[src/rtl/accum5_seq_if.sv]
// rtl/accum5_seq_if.sv - operand/result handshake bundle for accum5_seq
interface accum5_seq_if;
  logic       start;
  logic       in_valid;
  logic [4:0] in_data;
  logic       in_ready;
  logic       out_valid;
  logic       out_ready;
  logic [4:0] out_sum;
  logic       out_carry;
  logic       busy;

  // master drives operands and consumes results; slave is the accumulator
  modport master (
    output start, in_valid, in_data, out_ready,
    input  in_ready, out_valid, out_sum, out_carry, busy
  );

  modport slave (
    input  start, in_valid, in_data, out_ready,
    output in_ready, out_valid, out_sum, out_carry, busy
  );
endinterface

[src/rtl/accum5_seq.sv]
// rtl/accum5_seq.sv - batch accumulator around the 5-bit ripple adder
// The running sum feeds the adder's in_a; incoming operands feed in_b.
module adder5_ripple (
  input  logic [4:0] in_a,
  input  logic [4:0] in_b,
  input  logic       in_c,
  output logic [4:0] out_s,
  output logic       out_c
);
  logic [5:0] carry;

  assign carry[0] = in_c;

  for (genvar i = 0; i < 5; i++) begin : g_bit
    assign out_s[i]   = in_a[i] ^ in_b[i] ^ carry[i];
    assign carry[i+1] = (in_a[i] & in_b[i]) | (carry[i] & (in_a[i] ^ in_b[i]));
  end

  assign out_c = carry[5];
endmodule

module accum5_seq #(
  parameter int NUM_OPS = 4,
  parameter int CNT_W   = 4
) (
  input logic        clk,
  input logic        reset_n,
  accum5_seq_if.slave bus
);
  localparam logic [1:0] ST_IDLE  = 2'd0;
  localparam logic [1:0] ST_ACCUM = 2'd1;
  localparam logic [1:0] ST_DONE  = 2'd2;

  logic [1:0]       state_q, state_d;
  logic [4:0]       acc_q, acc_d;
  logic             carry_q, carry_d;
  logic [CNT_W-1:0] count_q, count_d;
  logic [CNT_W-1:0] count_inc;
  logic [4:0]       add_s;
  logic             add_c;

  adder5_ripple u_adder (
    .in_a  (acc_q),
    .in_b  (bus.in_data),
    .in_c  (1'b0),
    .out_s (add_s),
    .out_c (add_c)
  );

  assign count_inc = count_q + CNT_W'(1);

  always_comb begin
    state_d = state_q;
    acc_d   = acc_q;
    carry_d = carry_q;
    count_d = count_q;
    case (state_q)
      ST_IDLE: begin
        if (bus.start) begin
          state_d = ST_ACCUM;
          acc_d   = '0;
          carry_d = 1'b0;
          count_d = '0;
        end
      end
      ST_ACCUM: begin
        if (bus.in_valid) begin
          acc_d   = add_s;
          carry_d = carry_q | add_c;
          count_d = count_inc;
          // the final accept moves straight to DONE so out_valid rises on this edge
          if (count_inc == CNT_W'(NUM_OPS)) begin
            state_d = ST_DONE;
          end
        end
      end
      ST_DONE: begin
        if (bus.out_ready) begin
          state_d = ST_IDLE;
        end
      end
      default: begin
        state_d = ST_IDLE;
      end
    endcase
  end

  always_ff @(posedge clk) begin
    if (!reset_n) begin
      state_q <= ST_IDLE;
      acc_q   <= '0;
      carry_q <= 1'b0;
      count_q <= '0;
    end else begin
      state_q <= state_d;
      acc_q   <= acc_d;
      carry_q <= carry_d;
      count_q <= count_d;
    end
  end

  // result registers double as the output holding stage until the next start
  assign bus.in_ready  = (state_q == ST_ACCUM);
  assign bus.out_valid = (state_q == ST_DONE);
  assign bus.out_sum   = acc_q;
  assign bus.out_carry = carry_q;
  assign bus.busy      = (state_q != ST_IDLE);
endmodule

[src/flat_wrapper.sv]
// flat-port wrapper written by rule: the top's interface ports become plain ports
module accum5_seq_flat 
#(
  parameter int NUM_OPS = 4,
  parameter int CNT_W   = 4
)
  (clk, reset_n, bus_start, bus_in_valid, bus_in_data, bus_out_ready, bus_in_ready, bus_out_valid, bus_out_sum, bus_out_carry, bus_busy);
  accum5_seq_if bus_i ();
  input logic clk;
  input logic reset_n;
  input wire logic [$bits(bus_i.start)-1:0] bus_start;
  input wire logic [$bits(bus_i.in_valid)-1:0] bus_in_valid;
  input wire logic [$bits(bus_i.in_data)-1:0] bus_in_data;
  input wire logic [$bits(bus_i.out_ready)-1:0] bus_out_ready;
  output wire logic [$bits(bus_i.in_ready)-1:0] bus_in_ready;
  output wire logic [$bits(bus_i.out_valid)-1:0] bus_out_valid;
  output wire logic [$bits(bus_i.out_sum)-1:0] bus_out_sum;
  output wire logic [$bits(bus_i.out_carry)-1:0] bus_out_carry;
  output wire logic [$bits(bus_i.busy)-1:0] bus_busy;
  assign bus_i.start = bus_start;
  assign bus_i.in_valid = bus_in_valid;
  assign bus_i.in_data = bus_in_data;
  assign bus_i.out_ready = bus_out_ready;
  assign bus_in_ready = bus_i.in_ready;
  assign bus_out_valid = bus_i.out_valid;
  assign bus_out_sum = bus_i.out_sum;
  assign bus_out_carry = bus_i.out_carry;
  assign bus_busy = bus_i.busy;
  accum5_seq #(.NUM_OPS(NUM_OPS), .CNT_W(CNT_W)) u_core (.clk(clk), .reset_n(reset_n), .bus(bus_i));
endmodule
[config.mk]
export PLATFORM = sky130hd
export DESIGN_NAME = accum5_seq_flat
export DESIGN_NICKNAME = d
export VERILOG_FILES = /design/src/rtl/accum5_seq_if.sv /design/src/rtl/accum5_seq.sv /design/src/flat_wrapper.sv
export SDC_FILE = /design/constraint.sdc
export NUM_CORES = 1
export LEC_CHECK = 0
export ABC_AREA = 1
export CORE_UTILIZATION = 40
export CTS_BUF_LIST = sky130_fd_sc_hd__clkbuf_8 sky130_fd_sc_hd__clkbuf_16
export CTS_CLUSTER_DIAMETER = 60
export DETAILED_ROUTE_END_ITERATION = 16
export GPL_ROUTABILITY_DRIVEN = 0
export PLACE_DENSITY = 0.81
export SYNTH_ARGS = -nofsm -noshare
export SYNTH_HDL_FRONTEND = slang
export SYNTH_SLANG_ARGS = --single-unit
[constraint.sdc]
create_clock -name clk -period 2 [get_ports clk]
set_clock_uncertainty 0.05 [all_clocks]
set_input_delay 0.3 -clock clk [delete_from_list [all_inputs] [get_ports clk]]
set_output_delay 0.3 -clock clk [all_outputs]
set_load 0.05 [all_outputs]
==> results of run 1 <==
worst reg2reg max path: stages, from the launching register on:
cell and delay, ns:
dfxtp_4 0.35, ha_4 0.15, inv_2 0.04, fa_2 0.18
inv_2 0.04, fa_2 0.33, fa_2 0.35, fa_2 0.52
nand2_1 0.05, a21oi_1 0.13
per-stage QoR:
stage	hold slack [ns]	worst slack, ns	setup TNS [ns]	utilization [%]
finish	0.429	-0.252	-0.389	62.1
global route	0.441	-0.325	-0.530	62.1
CTS	0.432	-0.310	-0.514	62.1
detailed placement	0.425	-0.677	-1.84	57.5
global placement	0.417	-0.601	-1.57	57.5
floorplan	0.382	-0.252	-0.501	-
layout make-up:
class / count / area, µm² / share of cell area, %
multi-input cells: 53 / 378 / 39.9
inverters: 16 / 62.6 / 6.61
well taps: 16 / 20.0 / 2.12
clock buffers: 4 / 55.1 / 5.82
repair buffers: 20 / 185 / 19.6
flip-flops and latches: 12 / 245 / 25.9
state kept, by name (all words and copies together) (netlist names):
signal	cells
u_core.bus.out_sum	5
u_core.state_q	2
u_core.bus.out_carry	1
u_core.count_q	4
routing by layer:
metal / routed length, µm / vias to the layer above / global-route usage (%)
li1: - / 306 / -
met4: 4 / 0 / 9.38
met3: 40 / 2 / 2.59
met1: 601 / 282 / 20.4
met5: 0 / - / 0
met2: 755 / 9 / 31.1
logic make-up after synthesis:
| group | after synthesis |
|---|---|
| AO/OA/AOI/OAI | 17 |
| adder cells (fa/ha/maj) | 6 |
| buffers and inverters | 16 |
| flip-flops | 12 |
| AND/OR/NAND/NOR | 30 |
synth_stat cells, types with 2 or more instances:
master | n | area, µm²
a21oi_1 | 10 | 50.1
dfxtp_1 | 12 | 240
fa_1 | 4 | 80.1
ha_1 | 2 | 25.0
inv_1 | 13 | 48.8
inv_2 | 2 | 7.51
nand2_1 | 14 | 52.6
nand2_4 | 2 | 22.5
nand3_1 | 2 | 10.0
nand4_1 | 2 | 12.5
nor2_1 | 6 | 22.5
o21ai_0 | 3 | 15.0
final timing paths:
path                                        endpoint  slack, ns                                from  cells after the start
hold reg to reg       u_core.count_q[3]$_SDFFE_PN0P_       0.43      u_core.count_q[3]$_SDFFE_PN0P_                      2
setup reg to reg  u_core.bus.out_sum[4]$_SDFFE_PN0P_      -0.25  u_core.bus.out_sum[0]$_SDFFE_PN0P_                      9
setup / recovery  u_core.bus.out_sum[4]$_SDFFE_PN0P_      -0.25  u_core.bus.out_sum[0]$_SDFFE_PN0P_                      9
hold / removal        u_core.count_q[3]$_SDFFE_PN0P_       0.43      u_core.count_q[3]$_SDFFE_PN0P_                      2
what timing repair did:
action                                  CTS  global route
resized for setup                         8             0
endpoints found under the setup margin    3             3
pin swaps                                 5             3
where the power goes:
part	switching, mW	internal, mW
sequential	0.0102	0.250
clock	0.0887	0.174
combinational	0.0926	0.0613
total	0.192	0.485
==> qor.csv, run 1 <==
metric,value,unit
status,finished with violations,
violated checks,negative setup slack,
fin crit share,113,%
# IOs,19,
diode count,0,
Worst slew margin,67.1,%
routed len/inst,11.6,µm
top_reg_cell synth,dfxtp_1,
Synth Area in Simple Gates,24.0,%
CP endpoint kind,register,
clock buffer depth,2,
Rows,14,
Vias,599,
CP most frequent cell,fa_2,
XOR/XNOR Fraction of Synth Area,0,%
fill count,128,
later-pin clock latency in the skew report,0.24,ns
CTS Root Cell,clkbuf_8,
maximum vdd drop,0.483,mV
largest net degree at the start of global routing,9,
fin nets,122,
# DRC,0,
Synth Area in Adders,16.0,%
"Distinct cells, synth",21,
initial DRC count,9,
Pwr Density,715,nW/µm²
initial core utilization,43.2,%
Worst-path clk slew,0.05,ns
Final min period,2.25,ns
die area,1810,µm²
crit path cell chain,ha_4 -> inv_2 -> fa_2 -> inv_2 -> fa_2 -> fa_2 -> fa_2 -> nand2_1 -> a21oi_1,
post-synthesis sequential area ratio,36.5,%
Via-to-Cell Ratio,4.95,
crit path launch type,register,
fin. max-slew vios,0,
CP Data Arrival Time,2.37,ns
post-synthesis register bit count,12,
top achievable clock speed,0.444,GHz
# Post-CTS Setup Buffers,0,
WP buf/inv,2,
Synth Instances,81,
Final Cell Area,946,µm²
drt total wl,1400,µm
Avg Synthesized Cell Area,8.13,µm²
CP max stage delay,0.52,ns
setup violators final,2,
detailed placer's ending HPWL,1090,µm
remaining antenna violation count,0,
hold_buf cts,0,
layout cell share with drive strength beyond 1,25.7,%
Cells after DPL,117,
crit path kind,register to register,
post-synthesis cell area,658,µm²
DR pass1 iterations,4,
clk sinks,12,
cts bufs inserted,3,
initial antenna violation count,0,
vias in the first global route,581,
CTS tree,built,
RSZ-0062 raised after global routing,yes,
port bufs,18,
leakage,0.404,nW
"commonest non-fill, non-tap cell in the layout",nand2_1,
"EDFF count, synth",0,
"commonest cells after routing, fill and taps aside","nand2_1 (14), clkdlybuf4s50_1 (13), inv_1 (11)",
count of final hold-check violations,0,
Syn. warnings,0,
Slowest cell on crit path,fa_2,
main combinational cell family by area after synthesis,simple AND/OR/NAND/NOR gates,
total power,0.677,mW
final setup margin,-0.252,ns
first-pass GRT wire length,2380,µm
die width,42.6,µm
"non-filler cells, final",121,
Crit path max-delay family,adder cells,
core area,1520,µm²
max-cap violation count,0,
Post-DP Area,876,µm²
post-synthesis mux area share,0,%
ys async rst share,0,%
Die H,42.6,µm
area grow syn2layout,43.7,%
total gr overflow,0,
min-delay worst type,register to register,
"Net Count, Synth",97,
CP max FO,2,
compound-gate portion of the synthesized area,14.1,%
CP required,2.12,ns
GR Util All Layers,17.7,%
CTS H-tree depth,1,
Slew @ Worst Pin,0.493,ns
Power figures use the tool's default switching activity.
==> run 2: changes to the inputs <==
- CORE_UTILIZATION: 40 -> 48
- PLACE_DENSITY: 0.81 -> 0.9
- clock period: 2 -> 2.61 ns (I/O delays scaled with it)
==> qor.csv, run 2 (synthesis gave the netlist of run 1 again) <==
metric,value,unit
initial antenna violation count,0,
Sum Neg Setup Slack,0,ns
Min Hold Slack,0.438,ns
fin. max-slew vios,0,
Slew @ Worst Pin,0.494,ns
drt total wl,1340,µm
Vias,589,
RR Startpoint,u_core.bus.out_sum[0]$_SDFFE_PN0P_,
crit path launch type,primary input,
die area,1520,µm²
Cells on Worst Hold Path,2,
Cells after DPL,113,
remaining antenna violation count,0,
leakage,0.390,nW
# resized after CTS,0,
"non-filler cells, final",117,
Final Cell Area,922,µm²
# IOs,19,
"commonest non-fill, non-tap cell in the layout",clkdlybuf4s50_1,
final core utilization,77.7,%
CTS H-tree depth,1,
# DRC,0,
largest net degree at the start of global routing,9,
CP endpoint kind,register,
min-delay src,u_core.count_q[3]$_SDFFE_PN0P_,
Register-to-Register Path Depth,9,
Slowest cell on crit path,fa_1,
vias in the first global route,542,
fill count,100,
detailed placer's ending HPWL,998,µm
Hold Path Sink,u_core.count_q[3]$_SDFFE_PN0P_,
min-delay worst type,register to register,
routed len/inst,11.4,µm
later-pin clock latency in the skew report,0.24,ns
CTS Root Cell,clkbuf_8,
maximum vdd drop,0.557,mV
Worst-path clk slew,0.05,ns
Post-DP Area,856,µm²
diode count,0,
setup violators final,0,
crit path kind,primary input to register,
max reg flops,5,
count of final hold-check violations,0,
status,"finished, final reports clean",
total power,0.517,mW
post-place setup slack,-0.212,ns
Final min period,2.49,ns
Rows,12,
port bufs,18,
first-pass GRT wire length,2170,µm
CP max stage delay,0.48,ns
total gr overflow,0,
crit path cell chain,clkdlybuf4s50_1 -> ha_2 -> inv_2 -> fa_2 -> inv_1 -> fa_1 -> fa_2 -> fa_1 -> nand2_1 -> a21oi_2,
Via-to-Cell Ratio,5.03,
top achievable clock speed,0.402,GHz
Die H,39.0,µm
CP required,2.74,ns
final setup margin,0.121,ns
Worst R2R Setup Slack,0.36,ns
clk sinks,12,
die width,39.0,µm
cts bufs inserted,3,
# Post-CTS Setup Buffers,0,
Worst slew margin,67.0,%
RR Endpoint,u_core.bus.out_sum[4]$_SDFFE_PN0P_,
GR Util All Layers,21.7,%
max-cap violation count,0,
fin nets,120,
layout cell share with drive strength beyond 1,17.5,%
core area,1190,µm²
CP max FO,1,
fin crit share,95.3,%
initial DRC count,16,
clock buffer depth,2,
Pwr Density,561,nW/µm²
"commonest cells after routing, fill and taps aside","clkdlybuf4s50_1 (18), nand2_1 (14), inv_1 (12), dfxtp_1 (12), a21oi_1 (9)",
DR pass1 iterations,4,
area grow syn2layout,40.1,%
CTS tree,built,
CP Data Arrival Time,2.62,ns
initial core utilization,55.5,%
hold_buf cts,0,
==> run 2: cell count changes in the layout (fill, tap and decap cells not counted), sizes merged <==
cell           delta
clkdlybuf4s50     +5
buf               -5
dlygate4sd2       -2
==> run 2: worst max-delay path: cells and delay by family <==
| family | cells | cell delay, ns |
|---|---|---|
| buf+inv | 3 | 0.51 |
| simple gates | 1 | 0.06 |
| fa+ha+maj | 5 | 1.54 |
| compound gates | 1 | 0.11 |
==> run 2: final cells by class <==
| cell class | count | area (µm²) | area share [%] |
|---|---|---|---|
| Timing Repair Buffer | 18 | 180 | 19.5 |
| Sequential cell | 12 | 240 | 26.1 |
| Clock buffer | 4 | 55.1 | 5.97 |
| Multi-Input combinational cell | 53 | 367 | 39.8 |
| Inverter | 16 | 62.6 | 6.78 |
| Tap cell | 14 | 17.5 | 1.90 |
==> run 2: where the power goes <==
part | total (mW) | leakage [nW] | internal [mW] | switching (mW)
sequential | 0.199 | 0.0977 | 0.191 | 0.00735
clock | 0.203 | 0.0288 | 0.133 | 0.0699
combinational | 0.115 | 0.264 | 0.0455 | 0.0698
==> run 2: how the worst max path moves through the flow <==
stage	start	end	depth (start not counted)
2_1_floorplan	u_core.bus.out_sum[0]$_SDFFE_PN0P_	u_core.bus.out_sum[4]$_SDFFE_PN0P_	9
3_3_place_gp	bus_in_data[0]	u_core.bus.out_sum[4]$_SDFFE_PN0P_	10
3_5_place_dp	bus_in_data[0]	u_core.bus.out_sum[4]$_SDFFE_PN0P_	10
4_1_cts	bus_in_data[0]	u_core.bus.out_sum[4]$_SDFFE_PN0P_	10
5_1_grt	bus_in_data[0]	u_core.bus.out_sum[4]$_SDFFE_PN0P_	10
6_report	bus_in_data[0]	u_core.bus.out_sum[4]$_SDFFE_PN0P_	10
==> run 2: routing by layer <==
metal | wire length (µm) | global-route usage (%)
met5 | 0 | 0
met4 | 14 | 7.76
met3 | 89 | 5.20
met2 | 633 | 37.5
met1 | 600 | 25.6
